## src/rtl/i2cs_regacc_if.sv

```systemverilog
// Register-file access bus between the I2C register sequencer and the register file.
// Single outstanding request; req/addr/wdata held until ack, rdata valid with ack.
// master = sequencer side, slave = register-file side.
interface i2cs_regacc_if #(
  parameter int ADDR_W = 8
);
  logic              reg_req;
  logic              reg_wr;
  logic [ADDR_W-1:0] reg_addr;
  logic [7:0]        reg_wdata;
  logic              reg_ack;
  logic [7:0]        reg_rdata;

  modport master (
    output reg_req, reg_wr, reg_addr, reg_wdata,
    input  reg_ack, reg_rdata
  );

  modport slave (
    input  reg_req, reg_wr, reg_addr, reg_wdata,
    output reg_ack, reg_rdata
  );
endinterface

```

## src/rtl/i2cs_regacc.sv

```systemverilog
// Register-access sequencer: I2C write bytes -> pointer + register writes; prefetches one read byte.
// Latency: register request issued the cycle after a byte is buffered / a prefetch becomes due.
// Backpressure: rx_full/tx_empty stretch SCL; req/addr/data held until reg_ack.
// Optional macro I2CS_REGACC_WPROT_EN: writes at ptr >= WP_BASE are silently skipped.
module i2cs_regacc #(
  parameter int ADDR_W = 8
`ifdef I2CS_REGACC_WPROT_EN
  , parameter logic [7:0] WP_BASE = 8'hF0
`endif
) (
  input  logic        clk,
  input  logic        rst_n,
  input  logic        i2cs_en,
  input  logic        i2cs_work,
  input  logic        i2cs_rw,
  input  logic        start_flag,
  input  logic        stop_flag,
  input  logic [7:0]  i2cs_rx,
  input  logic        i2cs_rx_wen,
  input  logic        i2cs_tx_ren,
  output logic        rx_full,
  output logic        tx_empty,
  output logic [7:0]  i2cs_tx_data,
  i2cs_regacc_if.master bus,
  input  logic        ovr_clr,
  output logic        ovr_intr
);

  typedef enum logic [1:0] {IDLE, WREQ, RREQ} state_t;

  state_t            state_q, state_d;
  logic [ADDR_W-1:0] ptr_q, ptr_d;
  logic              first_byte_q, first_byte_d;
  logic [7:0]        wbuf_q, wbuf_d;
  logic              wbuf_vld_q, wbuf_vld_d;
  logic [7:0]        tx_buf_q, tx_buf_d;
  logic              tx_vld_q, tx_vld_d;
  logic              cancel_q, cancel_d;
  logic              ovr_q, ovr_d;
  logic              reg_req_q, reg_req_d;
  logic              reg_wr_q, reg_wr_d;
  logic [ADDR_W-1:0] reg_addr_q, reg_addr_d;
  logic [7:0]        reg_wdata_q, reg_wdata_d;

  logic w_done;      // write access finished this cycle (acked or skipped)
  logic r_done;      // read access acked this cycle
  logic ptr_load;    // first write byte after START is the register pointer
  logic rx_data;     // write byte destined for the register file
  logic tx_adv;      // master consumed the prefetched byte
  logic rd_due;      // slave is in a read data phase and needs a byte
  logic flush_evt;   // anything that invalidates a prefetched byte
  logic wp_hit;      // current pointer is write-protected

  assign r_done    = (state_q == RREQ) && bus.reg_ack;
  assign ptr_load  = i2cs_rx_wen && first_byte_q;
  assign rx_data   = i2cs_rx_wen && !first_byte_q;
  assign tx_adv    = i2cs_tx_ren && tx_vld_q;
  assign rd_due    = i2cs_work && i2cs_rw && !tx_vld_q && i2cs_en && !first_byte_q;
  assign flush_evt = start_flag || stop_flag || !i2cs_en;

`ifdef I2CS_REGACC_WPROT_EN
  logic [7:0] ptr_ext;

  // Zero-extend the pointer so the comparison is against the full 8-bit base
  always_comb begin
    ptr_ext = '0;
    ptr_ext[ADDR_W-1:0] = ptr_q;
  end

  assign wp_hit = (ptr_ext >= WP_BASE);
  // A protected write enters WREQ with no request and retires one cycle later
  assign w_done = (state_q == WREQ) && (!reg_req_q || bus.reg_ack);
`else
  assign wp_hit = 1'b0;
  assign w_done = (state_q == WREQ) && bus.reg_ack;
`endif

  // Access arbiter: pending write beats prefetch; request held until ack, then one idle cycle
  always_comb begin
    state_d     = state_q;
    reg_req_d   = reg_req_q;
    reg_wr_d    = reg_wr_q;
    reg_addr_d  = reg_addr_q;
    reg_wdata_d = reg_wdata_q;
    case (state_q)
      IDLE: begin
        if (wbuf_vld_q) begin
          state_d     = WREQ;
          reg_req_d   = !wp_hit;
          reg_wr_d    = 1'b1;
          reg_addr_d  = ptr_q;
          reg_wdata_d = wbuf_q;
        end else if (rd_due) begin
          state_d    = RREQ;
          reg_req_d  = 1'b1;
          reg_wr_d   = 1'b0;
          reg_addr_d = ptr_q;
        end
      end
      WREQ: begin
        if (w_done) begin
          state_d   = IDLE;
          reg_req_d = 1'b0;
        end
      end
      RREQ: begin
        if (r_done) begin
          state_d   = IDLE;
          reg_req_d = 1'b0;
        end
      end
      default: begin
        state_d   = IDLE;
        reg_req_d = 1'b0;
      end
    endcase
  end

  // Pointer, write buffer, prefetch buffer and overrun tracking
  always_comb begin
    ptr_d        = ptr_q;
    first_byte_d = first_byte_q;
    wbuf_d       = wbuf_q;
    wbuf_vld_d   = wbuf_vld_q;
    tx_buf_d     = tx_buf_q;
    tx_vld_d     = tx_vld_q;
    cancel_d     = cancel_q;
    ovr_d        = ovr_q;

    // A pointer load wins; otherwise write retire and read advance each step once
    if (ptr_load) begin
      ptr_d = i2cs_rx[ADDR_W-1:0];
    end else begin
      ptr_d = ptr_q + ADDR_W'(w_done) + ADDR_W'(tx_adv);
    end

    // Read transfers carry no pointer byte, so the read direction ends pointer capture
    if (ptr_load || (i2cs_work && i2cs_rw)) first_byte_d = 1'b0;
    if (start_flag)     first_byte_d = 1'b1;
    else if (stop_flag) first_byte_d = 1'b0;
    if (!i2cs_en)       first_byte_d = 1'b0;

    // A byte arriving as the previous write retires is accepted, not an overrun
    if (w_done) wbuf_vld_d = 1'b0;
    if (rx_data && (!wbuf_vld_q || w_done)) begin
      wbuf_d     = i2cs_rx;
      wbuf_vld_d = 1'b1;
    end
    if (!i2cs_en) wbuf_vld_d = 1'b0;

    if (ovr_clr) begin
      ovr_d = 1'b0;
    end else if (rx_data && wbuf_vld_q && !w_done) begin
      ovr_d = 1'b1;
    end

    // Read data lands first, then START/STOP/disable clear it, so a stop beats late rdata
    if (tx_adv) tx_vld_d = 1'b0;
    if (state_q == RREQ) begin
      if (bus.reg_ack) begin
        cancel_d = 1'b0;
        if (!cancel_q) begin
          tx_buf_d = bus.reg_rdata;
          tx_vld_d = 1'b1;
        end
      end else if (flush_evt) begin
        cancel_d = 1'b1;
      end
    end
    if (flush_evt) tx_vld_d = 1'b0;
  end

  // State registers with synchronous active-low reset
  always_ff @(posedge clk) begin
    if (!rst_n) begin
      state_q      <= IDLE;
      ptr_q        <= '0;
      first_byte_q <= 1'b0;
      wbuf_q       <= '0;
      wbuf_vld_q   <= 1'b0;
      tx_buf_q     <= '0;
      tx_vld_q     <= 1'b0;
      cancel_q     <= 1'b0;
      ovr_q        <= 1'b0;
      reg_req_q    <= 1'b0;
      reg_wr_q     <= 1'b0;
      reg_addr_q   <= '0;
      reg_wdata_q  <= '0;
    end else begin
      state_q      <= state_d;
      ptr_q        <= ptr_d;
      first_byte_q <= first_byte_d;
      wbuf_q       <= wbuf_d;
      wbuf_vld_q   <= wbuf_vld_d;
      tx_buf_q     <= tx_buf_d;
      tx_vld_q     <= tx_vld_d;
      cancel_q     <= cancel_d;
      ovr_q        <= ovr_d;
      reg_req_q    <= reg_req_d;
      reg_wr_q     <= reg_wr_d;
      reg_addr_q   <= reg_addr_d;
      reg_wdata_q  <= reg_wdata_d;
    end
  end

  assign rx_full       = wbuf_vld_q;
  assign tx_empty      = !tx_vld_q;
  assign i2cs_tx_data  = tx_vld_q ? tx_buf_q : 8'hFF;
  assign ovr_intr      = ovr_q;
  assign bus.reg_req   = reg_req_q;
  assign bus.reg_wr    = reg_wr_q;
  assign bus.reg_addr  = reg_addr_q;
  assign bus.reg_wdata = reg_wdata_q;

endmodule

```

## src/flat_wrapper.sv

```systemverilog
// flat-port wrapper written by rule: the top's interface ports become plain ports
module i2cs_regacc_flat 
#(
  parameter int ADDR_W = 8

)
  (clk, rst_n, i2cs_en, i2cs_work, i2cs_rw, start_flag, stop_flag, i2cs_rx, i2cs_rx_wen, i2cs_tx_ren, rx_full, tx_empty, i2cs_tx_data, ovr_clr, ovr_intr, bus_reg_req, bus_reg_wr, bus_reg_addr, bus_reg_wdata, bus_reg_ack, bus_reg_rdata);
  i2cs_regacc_if #(.ADDR_W(ADDR_W)) bus_i ();
  input  logic clk;
  input  logic rst_n;
  input  logic i2cs_en;
  input  logic i2cs_work;
  input  logic i2cs_rw;
  input  logic start_flag;
  input  logic stop_flag;
  input  logic [7:0] i2cs_rx;
  input  logic i2cs_rx_wen;
  input  logic i2cs_tx_ren;
  output logic rx_full;
  output logic tx_empty;
  output logic [7:0] i2cs_tx_data;
  input  logic ovr_clr;
  output logic ovr_intr;
  output wire logic [$bits(bus_i.reg_req)-1:0] bus_reg_req;
  output wire logic [$bits(bus_i.reg_wr)-1:0] bus_reg_wr;
  output wire logic [$bits(bus_i.reg_addr)-1:0] bus_reg_addr;
  output wire logic [$bits(bus_i.reg_wdata)-1:0] bus_reg_wdata;
  input wire logic [$bits(bus_i.reg_ack)-1:0] bus_reg_ack;
  input wire logic [$bits(bus_i.reg_rdata)-1:0] bus_reg_rdata;
  assign bus_reg_req = bus_i.reg_req;
  assign bus_reg_wr = bus_i.reg_wr;
  assign bus_reg_addr = bus_i.reg_addr;
  assign bus_reg_wdata = bus_i.reg_wdata;
  assign bus_i.reg_ack = bus_reg_ack;
  assign bus_i.reg_rdata = bus_reg_rdata;
  i2cs_regacc #(.ADDR_W(ADDR_W)) u_core (.clk(clk), .rst_n(rst_n), .i2cs_en(i2cs_en), .i2cs_work(i2cs_work), .i2cs_rw(i2cs_rw), .start_flag(start_flag), .stop_flag(stop_flag), .i2cs_rx(i2cs_rx), .i2cs_rx_wen(i2cs_rx_wen), .i2cs_tx_ren(i2cs_tx_ren), .rx_full(rx_full), .tx_empty(tx_empty), .i2cs_tx_data(i2cs_tx_data), .bus(bus_i), .ovr_clr(ovr_clr), .ovr_intr(ovr_intr));
endmodule
```

## config.mk

```make
export PLATFORM = sky130hd
export DESIGN_NAME = i2cs_regacc_flat
export DESIGN_NICKNAME = d
export VERILOG_FILES = /design/src/rtl/i2cs_regacc_if.sv /design/src/rtl/i2cs_regacc.sv /design/src/flat_wrapper.sv
export SDC_FILE = /design/constraint.sdc
export NUM_CORES = 1
export LEC_CHECK = 0
export ABC_AREA = 1
export CAP_MARGIN = 20
export CORE_UTILIZATION = 45
export DETAILED_ROUTE_END_ITERATION = 6
export GPL_TIMING_DRIVEN = 0
export PLACE_DENSITY_LB_ADDON = 0.12
export RECOVER_POWER = 100
export REMOVE_ABC_BUFFERS = 1
export SLEW_MARGIN = 20
export SYNTH_ARGS = -nofsm -noshare
export SYNTH_HDL_FRONTEND = slang
export SYNTH_SLANG_ARGS = --single-unit
```

## constraint.sdc

```tcl
create_clock -name clk -period 4.76 [get_ports clk]
set_input_delay 0.714 -clock clk [delete_from_list [all_inputs] [get_ports clk]]
set_output_delay 0.714 -clock clk [all_outputs]
set_load 0.02 [all_outputs]
```

; After elaboration in Yosys (flattened, before gate mapping)
; Index checks and enable logic that the tools add are counted.
[word_totals]
output_inout_bits = 29
ff_bits = 49
wordCells = 82
[classes]
n_addsub = 2
eq_ne = 5
bitwise_logic = 2
n_reduce_logical = 34
n_mux = 26
[op_table]
columns = operator, n
row1 = 8-bit two-way mux, 4
row2 = 8-bit by 1-bit adder with 8-bit output, 2
row3 = 1-bit two-way mux, 16
row4 = 1-bit logical AND, 12
row5 = 2-bit two-way mux, 4
row6 = 2-bit AND reduction, 4
row7 = 2-bit case mux with 3 select lines, 1
row8 = 3-bit AND reduction, 2
row9 = 2-bit nonzero test, 3
row10 = 1-bit zero test, 5
row11 = 1-bit logical OR, 4
row12 = "2-bit by 1-bit inequality test with 1-bit output, second input constant", 2
row13 = 2-bit OR reduction, 2
row14 = "3-bit by 1-bit inequality test with 1-bit output, second input constant", 1
row15 = 1-bit case mux with 3 select lines, 1
row16 = 3-bit nonzero test, 1
row17 = "2-bit by 1-bit == test with 1-bit output, second input constant", 1
row18 = "2-bit == test, second input constant", 1
row19 = 2-bit zero test, 1
row20 = 1-bit NOT, 2

; Logic depth before layout (Yosys ltp)
; Gate-level depths: netlist of the first run.
[logic_depth]
depth_word = 7
mapped_depth = 12
ltp_nobuf = 12

; Worst setup path before layout of the first run
; Ideal clock, no wire load.
[synth_timing]
kind = input port to flip-flop
from = input port bus_reg_ack
to = register u_core.ptr_q[4]
setup_time_ps = 116
required_ps = 4644
setup_slack_ps = 2852
stages = 10
arrival_time_ps = 1792
cell_sequence = nand3_2 inv_1 fa_1 ha_1 nand2_1 inv_1 nand3b_1 nand3_1 o211ai_1 inv_1
[synth_via]
elab_chain_len = 4
[synth_lines]
columns = element, line_no
row1 = from (decl), flat_wrapper.sv:28  ; input wire logic [$bits(bus_i.reg_ack)-1:0] bus_reg_ack;
row2 = 1-bit logical AND, i2cs_regacc.sv:75  ; assign w_done = (state_q == WREQ) && bus.reg_ack;
row3 = 8-bit by 1-bit adder with 8-bit output (2 in a row), i2cs_regacc.sv:134  ; ptr_d = ptr_q + ADDR_W'(w_done) + ADDR_W'(tx_adv);
row4 = 8-bit two-way mux, i2cs_regacc.sv:131  ; if (ptr_load) begin
row5 = to (signal assigned), i2cs_regacc.sv:191  ; ptr_q <= ptr_d;
row6 = to (decl), i2cs_regacc.sv:32  ; logic [ADDR_W-1:0] ptr_q, ptr_d;
; No other way between the ends.
; A chain may end at the register's enable or synchronous reset.

; Worst setup path in the final report of the first run
[layout_timing]
from = register u_core.tx_vld_q
to = output port i2cs_tx_data[7]
[layout_via]
elab_chain_len = 1
[layout_lines]
columns = element, line_no
row1 = from (decl), i2cs_regacc.sv:37  ; logic tx_vld_q, tx_vld_d;
row2 = from (signal assigned), i2cs_regacc.sv:196  ; tx_vld_q <= tx_vld_d;
row3 = 8-bit two-way mux, i2cs_regacc.sv:208  ; assign i2cs_tx_data = tx_vld_q ? tx_buf_q : 8'hFF;
row4 = to (decl), flat_wrapper.sv:21  ; output logic [7:0] i2cs_tx_data;
; No other way between the ends.

==> results.cfg, run 1 <==
[outcome]
outcome = complete, no violations

[sta]
hold_slack_ns = 0.4541
fin_setup_tns_ns = 0
finalMaxSlewViolations = 0
setup_viol = 0
finalHoldViolations = 0
timing.fmax_mhz = 399.0
fin_crit_ns = 2.506
tightest_slew_ns = 1.454
clock_skew_ns = 0.007544
rsz0062_at_grt = no
post-route-period-util_pct = 52.65
slew-limit-headroom_pct = 3.045

[power_and_ir_drop]
p_sw_share_pct = 27.39
irDropWorstVdd_mv = 0.2605
p_switching_uw = 238.1
clock_power_share_pct = 27.9
internal_power_uw = 631.1
p_comb_share_pct = 18.9
leakage_nw = 1.164
power_density_nw_per_um2 = 328.6
seqPwrFrac_pct = 53.3

[worst_setup_path]
reg2reg_depth = 11
crit_path_start_kind = register
crit_path_max_fanout = 8
crit_arrival_ns = 1.79
cpPeakStageDelay_ns = 0.65
rr_endpoint = u_core.ptr_q[4]$_SDFF_PN0_
end_kind = primary output
critical_path_class = reg2out
cp_cell_sequence = inv_1, or2_2, dlygate4sd3_1
crit_family = buffers and inverters
slowest_stage = dlygate4sd3_1
r2r-start = u_core.state_q[1]$_SDFFE_PN0P_
cp.required_ns = 4.05
path_buf_inv = 2
reg2reg_slack_ns = 2.84

[run]
cap_violations = 0

[finish]
most-common-layout-cells = 49 x dfxtp_1, 48 x nor2_1, 40 x o21ai_0
final_common_cell = dfxtp_1
fin_nets = 347
final_layout_size_suffix_gt1_share_pct = 6.918
syn_to_final_growth_pct = 31.30
fill_cells = 385
antenna_cells = 0

[clock_tree]
cts_setup_buffers = 0
cts_tree = yes
holdBufCountCts = 0
cts_root_buf = clkbuf_8
cts_resized = 0
path_clk_slew_ns = 0.08
clk_latency_ns = 0.30
cts_max_level = 2
cts_buffers = 5
clkSinkCount = 49
clock_path_buffers = 2

[synthesis]
synth.largest_area_cell = dfxtp_1
synthTopCellsByArea = dfxtp_1 49%, nor2_1 8.9%, o21ai_0 8.7%
ys_seq_area_share_pct = 48.70
yosysWarnings = 0
syn_inst = 264
synth_top_area_share_pct = 48.70
syn_area_um2 = 2014
synth_area_per_cell_um2 = 7.630
synth_seq_cells = 49
yosysUniqueCellTypes = 30

[worst_hold_path]
hold_depth = 2
hold_path_class = reg2reg
min_from = u_core.wbuf_q[1]$_SDFFE_PN0P_
holdPathEnd = u_core.wbuf_q[1]$_SDFFE_PN0P_

[drt]
routed_wl_um = 4359
routed_via_density = 4.891
routed-via-count = 1800
wl_per_cell_um = 11.85
drc = 0
drt_iter0_markers = 93
drtPass1Iterations = 4
final_antenna_net_count = 0

[die]
dieArea_um2 = 4748
dieHeight_um = 68.91
fp.dieW_um = 68.91
core_um2 = 4144
initial_core_util_pct = 48.61
ios = 56
rows = 23

[global_route]
grt_util_all_layers_pct = 19.99
grt_max_degree = 42
grt_pass1_wl_um = 6948
antenna_found_initial = 0
overflow = 0
grt_pass1_vias = 1663

[placed_design]
gp_congestion = 0.7750
numPortBuffers = 55
dpl.hpwl_um = 3091
registers in the layout, summed over array words and instances (netlist names):
| register | count |
|---|---|
| u_core.rx_full | 1 |
| u_core.ptr_q | 8 |
| u_core.bus.reg_req | 1 |
| u_core.state_q | 2 |
| u_core.cancel_q | 1 |
| u_core.bus.reg_wdata | 8 |
| u_core.tx_vld_q | 1 |
| u_core.ovr_intr | 1 |
| u_core.tx_buf_q | 8 |
| u_core.first_byte_q | 1 |
| u_core.wbuf_q | 8 |
| u_core.bus.reg_wr | 1 |
| u_core.bus.reg_addr | 8 |
per-stage QoR:
step | total power, mW | instances | instance area, um^2 | utilization [%] | setup slack (ns)
floorplan | 0.5687 | 256 | 1961 | - | 2.844
global placement | 0.6419 | 361 | 2574 | 62.11 | 1.909
detailed placement | 0.6450 | 361 | 2569 | 61.99 | 2.162
CTS | 0.8862 | 368 | 2655 | 64.07 | 2.353
global route | 0.9214 | 368 | 2645 | 63.83 | 2.163
finish | 0.8692 | 368 | 2645 | 63.83 | 2.254
power groups by stage:
stage          registers [mW]  clock network, mW  logic, mW
6_report                0.463              0.242      0.164
5_1_grt                 0.468              0.268      0.186
4_1_cts                 0.464              0.249      0.173
3_5_place_dp            0.473                  0      0.172
3_3_place_gp            0.472                  0      0.170
2_1_floorplan           0.488                  0     0.0805
tightest hold or removal path: cells and delay by family (launching register included):
kind / cells / cell delay (ns)
compound gates: 1 / 0.05
buf+inv: 1 / 0.06
flops: 1 / 0.30
final cells by class:
| cell class | instances | area (um^2) | share of cell area (%) |
|---|---|---|---|
| timing repair buffer | 55 | 544.3 | 20.58 |
| clock buffer | 7 | 86.33 | 3.264 |
| inverter | 34 | 127.6 | 4.825 |
| sequential | 49 | 980.9 | 37.09 |
| multi-input combinational | 173 | 843.3 | 31.88 |
| tap | 50 | 62.56 | 2.365 |
worst max-delay path by stage:
stage | start | to | slack, ns | cells past startpoint
6_report | u_core.tx_vld_q$_SDFF_PP0_ | i2cs_tx_data[7] | 2.25 | 3
5_1_grt | u_core.tx_vld_q$_SDFF_PP0_ | i2cs_tx_data[2] | 2.16 | 3
4_1_cts | u_core.tx_vld_q$_SDFF_PP0_ | i2cs_tx_data[6] | 2.35 | 3
3_5_place_dp | bus_reg_ack | u_core.ptr_q[4]$_SDFF_PN0_ | 2.16 | 11
3_3_place_gp | rst_n | u_core.cancel_q$_SDFFE_PN0P_ | 1.91 | 3
2_1_floorplan | bus_reg_ack | u_core.ptr_q[4]$_SDFF_PN0_ | 2.84 | 10
Yosys cell counts:
library cell,count
a211oi_1,1
a21oi_1,26
a21oi_2,1
a31oi_1,1
buf_1,2
buf_2,1
buf_6,3
clkbuf_1,2
dfxtp_1,49
fa_1,1
ha_1,1
inv_1,31
inv_2,3
nand2_1,25
nand2_2,4
nand2_4,1
nand3_1,8
nand3_2,1
nand3b_1,1
nand4_1,2
nor2_1,48
nor2_2,1
nor3_1,1
o211ai_1,1
o21ai_0,35
o21ai_1,4
o21ai_2,1
or2_2,6
xnor2_1,2
xor2_1,1
routing by layer:
layer	vias up	share of wire (%)	global-route usage [%]
li1	952	-	-
met1	802	45	23.12
met2	40	48	34.71
met3	6	5.6	5.757
met4	0	1.4	7.398
met5	-	0	0
kinds of logic after synthesis:
logic type | count (synthesis) | share of synthesized area (%)
buffers and inverters | 42 | 9.006
xor gates and xnor gates | 3 | 1.305
AOI/OAI and AO/OA | 70 | 18.08
and+or+nand+nor | 98 | 21.30
DFF | 49 | 48.70
adders and majority gates | 2 | 1.615
Power figures use the tool's default switching activity.
==> run 2, diff against run 1 <==
--- a/config.mk
+++ b/config.mk
@@ -7,7 +7,7 @@
 export LEC_CHECK = 0
 export ABC_AREA = 1
 export CAP_MARGIN = 20
-export CORE_UTILIZATION = 45
+export CORE_UTILIZATION = 43
 export DETAILED_ROUTE_END_ITERATION = 6
 export GPL_TIMING_DRIVEN = 0
 export PLACE_DENSITY_LB_ADDON = 0.12
==> constraint.sdc (replaced) <==
create_clock -name clk -period 2.29 [get_ports clk]
set_input_delay 0.3435 -clock clk [delete_from_list [all_inputs] [get_ports clk]]
set_output_delay 0.3435 -clock clk [all_outputs]
set_load 0.02 [all_outputs]
==> run 2 against run 1 <==
Combinational power up 110%. Sequential cell count unchanged. Sequential power up 110%. Cell count up 0.82%. Core utilization down 3.9 points. Via count down 0.61%. Setup slack worse by 2.0 ns. Total power up 110%. Critical path type is now in2reg.
==> results.cfg, run 2 (synthesis gave the netlist of run 1 again) <==
[outcome]
outcome = complete, no violations

[worst_setup_path]
r2r-start = u_core.state_q[1]$_SDFFE_PN0P_
reg2reg_slack_ns = 0.39
rr_endpoint = u_core.ptr_q[4]$_SDFF_PN0_
reg2reg_depth = 11
crit_arrival_ns = 2.27
end_kind = register
cp.required_ns = 2.49
crit_path_start_kind = input pin
crit_path_max_fanout = 3
critical_path_class = in2reg

[placed_design]
dp_slack_ns = 0.1086
placedCellCount = 363
placed_area_um2 = 2571
numPortBuffers = 55
gp_congestion = 0.7298
dpl.hpwl_um = 3087

[sta]
fin_ws_ns = 0.2200
rsz0062_at_grt = no
slew-limit-headroom_pct = 1.440
finalMaxSlewViolations = 0
fin_setup_tns_ns = 0
fin_crit_ns = 2.070
clock_skew_ns = 0.006876
timing.fmax_mhz = 483.1
finalHoldViolations = 0
post-route-period-util_pct = 90.39
tightest_slew_ns = 1.478
hold_slack_ns = 0.4614
setup_viol = 0

[finish]
final_cells = 371
final-seq-area_um2 = 980.9
stdcell_area_um2 = 2645
antenna_cells = 0
multi_input_area_um2 = 839.6
most-common-layout-cells = 49 x dfxtp_1, 48 x nor2_1, 40 x o21ai_0
fin_nets = 347
syn_to_final_growth_pct = 31.30
final_common_cell = dfxtp_1
fill_cells = 431
utilization_pct = 59.92
final_layout_size_suffix_gt1_share_pct = 6.897

[global_route]
antenna_found_initial = 0
grt_use_met1_pct = 23.98
grt_pass1_wl_um = 7258
grt_util_all_layers_pct = 18.58
grt_max_degree = 42
grt_util_met3_pct = 5.051
overflow = 0
use_met2_pct = 28.99
grt_pass1_vias = 1603
busiest_layer = met2

[power_and_ir_drop]
power_mw = 1.806
leakage_nw = 1.175
irDropWorstVdd_mv = 0.5126
power_density_nw_per_um2 = 682.7

[worst_hold_path]
hold_depth = 2
holdPathEnd = u_core.tx_buf_q[5]$_SDFFE_PN0P_
hold_path_class = reg2reg
min_from = u_core.tx_buf_q[5]$_SDFFE_PN0P_

[clock_tree]
cts_setup_buffers = 0
path_clk_slew_ns = 0.09
clk_latency_ns = 0.30
cts_resized = 0
cts_buffers = 5
clock_path_buffers = 2
holdBufCountCts = 0
cts_max_level = 2
cts_tree = yes
clkSinkCount = 49
cts_root_buf = clkbuf_8

[drt]
routed_wl_um = 4305
final_antenna_net_count = 0
wl_per_cell_um = 11.60
drt_iter0_markers = 76
drc = 0
routed_via_density = 4.822
routed-via-count = 1789
drtPass1Iterations = 4

[die]
fp.dieW_um = 70.45
dieHeight_um = 70.45
initial_core_util_pct = 45.63
rows = 24
dieArea_um2 = 4963
ios = 56
core_um2 = 4414

[run]
cap_violations = 0
run 2: cell count changes in the layout (fill, tap and decap cells not counted):
cell / change
clkdlybuf4s50_1: +6
dlygate4sd3_1: -6
clkinvlp_4: +2
a21oi_1: +1
a21oi_2: -1
clkbuf_8: -1
run 2: layout make-up:
cell class | count | share of cell area, %
clock buffers | 6 | 2.744
inverters | 34 | 4.825
clock inverters | 2 | 0.5676
multi-input cells | 173 | 31.74
flip-flops and latches | 49 | 37.09
well taps | 52 | 2.460
repair buffers | 55 | 20.58
run 2: layer usage:
| layer | part of all wire (%) | vias to the layer above |
|---|---|---|
| li1 | - | 960 |
| met1 | 46 | 779 |
| met2 | 47 | 43 |
| met3 | 5.4 | 7 |
| met4 | 1.7 | 0 |
| met5 | 0 | - |
run 2: how the worst max path moves through the flow:
stage                                   startpoint                           end  cells past startpoint
floorplan           u_core.state_q[1]$_SDFFE_PN0P_    u_core.ptr_q[4]$_SDFF_PN0_                     11
global placement                             rst_n  u_core.cancel_q$_SDFFE_PN0P_                      3
detailed placement                     bus_reg_ack    u_core.ptr_q[4]$_SDFF_PN0_                     11
CTS                     u_core.tx_vld_q$_SDFF_PP0_               i2cs_tx_data[6]                      3
global route                           bus_reg_ack    u_core.ptr_q[4]$_SDFF_PN0_                     11
finish                                 bus_reg_ack    u_core.ptr_q[4]$_SDFF_PN0_                     11
run 2: critical path: stages:
cell and delay, ns:
dlygate4sd3_1 0.59, nand3_1 0.18, inv_1 0.07, fa_1 0.40, ha_1 0.23, nand2_1 0.09, inv_1 0.06, nand3b_1 0.08
nand3_1 0.07, o211ai_1 0.10, inv_1 0.06
run 2: where the power goes:
part	total, mW	internal (mW)	switching [mW]
clock network	0.504	0.216	0.288
registers	0.963	0.926	0.0370
logic	0.339	0.146	0.193
==> run 3, diff against run 2 <==
--- a/config.mk
+++ b/config.mk
@@ -6,8 +6,10 @@
 export NUM_CORES = 1
 export LEC_CHECK = 0
 export ABC_AREA = 1
+export ABC_CLOCK_PERIOD_IN_PS = 2290
 export CAP_MARGIN = 20
 export CORE_UTILIZATION = 43
+export CTS_CLUSTER_SIZE = 20
 export DETAILED_ROUTE_END_ITERATION = 6
 export GPL_TIMING_DRIVEN = 0
 export PLACE_DENSITY_LB_ADDON = 0.12
==> results of run 3 <==
Final layout, timing and power as in run 2 (identical DEF).
==> variant (settings of run 2) <==
`wbuf_q`, `tx_buf_q`, `reg_addr_q` and `reg_wdata_q` no longer have a reset.
--- a/src/rtl/i2cs_regacc.sv
+++ b/src/rtl/i2cs_regacc.sv
@@ -176,31 +176,30 @@
       state_q      <= IDLE;
       ptr_q        <= '0;
       first_byte_q <= 1'b0;
-      wbuf_q       <= '0;
       wbuf_vld_q   <= 1'b0;
-      tx_buf_q     <= '0;
       tx_vld_q     <= 1'b0;
       cancel_q     <= 1'b0;
       ovr_q        <= 1'b0;
       reg_req_q    <= 1'b0;
       reg_wr_q     <= 1'b0;
-      reg_addr_q   <= '0;
-      reg_wdata_q  <= '0;
     end else begin
       state_q      <= state_d;
       ptr_q        <= ptr_d;
       first_byte_q <= first_byte_d;
-      wbuf_q       <= wbuf_d;
       wbuf_vld_q   <= wbuf_vld_d;
-      tx_buf_q     <= tx_buf_d;
       tx_vld_q     <= tx_vld_d;
       cancel_q     <= cancel_d;
       ovr_q        <= ovr_d;
       reg_req_q    <= reg_req_d;
       reg_wr_q     <= reg_wr_d;
-      reg_addr_q   <= reg_addr_d;
-      reg_wdata_q  <= reg_wdata_d;
-    end
+    end
+  end
+
+  always_ff @(posedge clk) begin
+    wbuf_q      <= wbuf_d;
+    tx_buf_q    <= tx_buf_d;
+    reg_addr_q  <= reg_addr_d;
+    reg_wdata_q <= reg_wdata_d;
   end
 
   assign rx_full       = wbuf_vld_q;
Function: differs if rst_n is asserted again (counterexample within 4 cycles, from zero or initial values and one cycle with rst_n low); with rst_n held inactive, the same outputs for 10 cycles.
==> variant against run 2 <==
- critical path depth is 8 lower
- design area is 1.5% lower
- routed wire length is 15% lower
- setup slack worse by 0.028 ns
- core utilization is 2.9 points higher
- power is 1.5% higher
- non-clock buffer count stayed put
- first-iteration DRC count is 34% higher
- synthesized area is 4.4% lower
- clock skew is 0.00088 ns lower
- sequential cell count stayed put
- critical path type is now flop to output port
- largest cell class unchanged
==> variant: results (changes against run 2) <==
outcome: "completed"  # unchanged
slew_headroom_pct: 50.2  # was 1.44%
place_area_um2: 2530  # was 2570 um^2
skew_ns: 0.00599  # was 0.00688 ns
routed_wl_um: 3670  # was 4310 um
drtIter0Drc: 102  # was 76
post_cts_buffers: 0  # unchanged
routed_via_density: 4.73  # was 4.82
wl_per_cell_um: 12.9  # was 11.6 um
met3_usage_pct: 4.93  # was 5.05%
yosys-top-cells-area: "edfxtp_1, dfxtp_1, nor2_1, inv_1, nand2_1"  # was dfxtp_1, nor2_1, o21ai_0, a21oi_1, inv_1
synth_edf_count: 32  # was 0
finalCriticalPeriod_ns: 2.10  # was 2.07 ns
dpl_worst_slack_ns: 0.0467  # was 0.109 ns
regToRegEndpoint: "u_core.ptr_q[6]"  # was u_core.ptr_q[4]
leakagePower_uw: 0.00102  # was 0.00117 uW
final_cell_area_um2: 2610  # was 2650 um^2
clk_latency_ns: 0.31
track_usage_pct: 17.5  # was 18.6%
arrival_ns: 1.75  # was 2.27 ns
synth_common_cells: "edfxtp_1, nor2_1, inv_1, nand2_1, dfxtp_1"  # was dfxtp_1, nor2_1, o21ai_0, inv_1, a21oi_1
r2r_slack_ns: 0.46  # was 0.39 ns
dp_hpwl_um: 2850  # was 3090 um
synth_cells: 172  # was 264
globalplace.congestion: 0.770  # was 0.730
diodes: 0  # unchanged
grt_max_degree: 18  # was 42
root_buffer: "clkbuf_8"  # unchanged
wl_met1_um: 1610  # was 1990 um
met2_length_um: 1790  # was 2010 um
endpoint: "i2cs_tx_data[1]"  # was u_core.ptr_q[4]
fill_cells: 347  # was 431
critPathMaxFanout: 10  # was 3
use_met2_pct: 27.1  # was 29.0%
drive_above_1_share_pct: 11.1  # was 6.90%
grt_pass1_vias: 1278  # was 1603
synth.distinct_cells: 27  # was 30
grt_pass1_wl_um: 5800  # was 7260 um
grt_use_met1_pct: 21.9  # was 24.0%
wl_met3_um: 237  # was 231 um
ir_drop_mv: 0.466  # was 0.513 mV
fin_nets: 262  # was 347
switching_power_uw: 483  # was 518 uW
startpoint: "u_core.tx_vld_q"  # was bus_reg_ack
hold_depth: 0  # was 2
==> variant: cell count changes after synthesis, sizes merged, moves of 8 or more <==
cell,run 2,this run
edfxtp,0,32
o21ai,40,9
dfxtp,49,17
nor2,49,25
a21oi,27,10
inv,34,26
==> variant: worst max-delay path, stage by stage, from the launching register on <==
cell and delay (ns):
dfxtp_1 0.36, inv_1 0.13, or2_2 0.30, dlygate4sd3_1 0.66
==> variant: layout make-up <==
cell class                      instances  area share, %
Timing Repair Buffer                   55           21.1
Clock inverter                          3          0.961
Sequential cell                        49           50.0
Clock buffer                            5           2.64
Tap cell                               50           2.40
Inverter                               26           3.75
Multi-Input combinational cell         96           19.2
==> variant: cells by family after synthesis <==
logic type                 share of synthesized area, %
DFF                                                67.6
buffers and inverters                              5.33
xor gates and xnor gates                           1.36
AOI/OAI and AO/OA                                  5.72
and+or+nand+nor                                    18.3
adders and majority gates                          1.69
==> variant: how the worst min path moves through the flow <==
stage	slack [ns]	endpoint	startpoint
floorplan	0.40	u_core.bus.reg_wdata[0]	u_core.wbuf_q[0]
global placement	0.40	u_core.bus.reg_wdata[7]	u_core.wbuf_q[7]
detailed placement	0.40	u_core.bus.reg_wdata[4]	u_core.wbuf_q[4]
CTS	0.43	u_core.bus.reg_wdata[4]	u_core.wbuf_q[4]
global route	0.43	u_core.bus.reg_wdata[4]	u_core.wbuf_q[4]
finish	0.43	u_core.bus.reg_wdata[4]	u_core.wbuf_q[4]
==> variant: power groups by stage <==
| stage | combinational [uW] | sequential (uW) | clock, uW |
|---|---|---|---|
| detailed placement | 295 | 1070 | 0 |
| global placement | 287 | 1060 | 0 |
| finish | 265 | 1040 | 526 |
| CTS | 296 | 1040 | 537 |
| global route | 292 | 1050 | 578 |
| floorplan | 109 | 1100 | 0 |
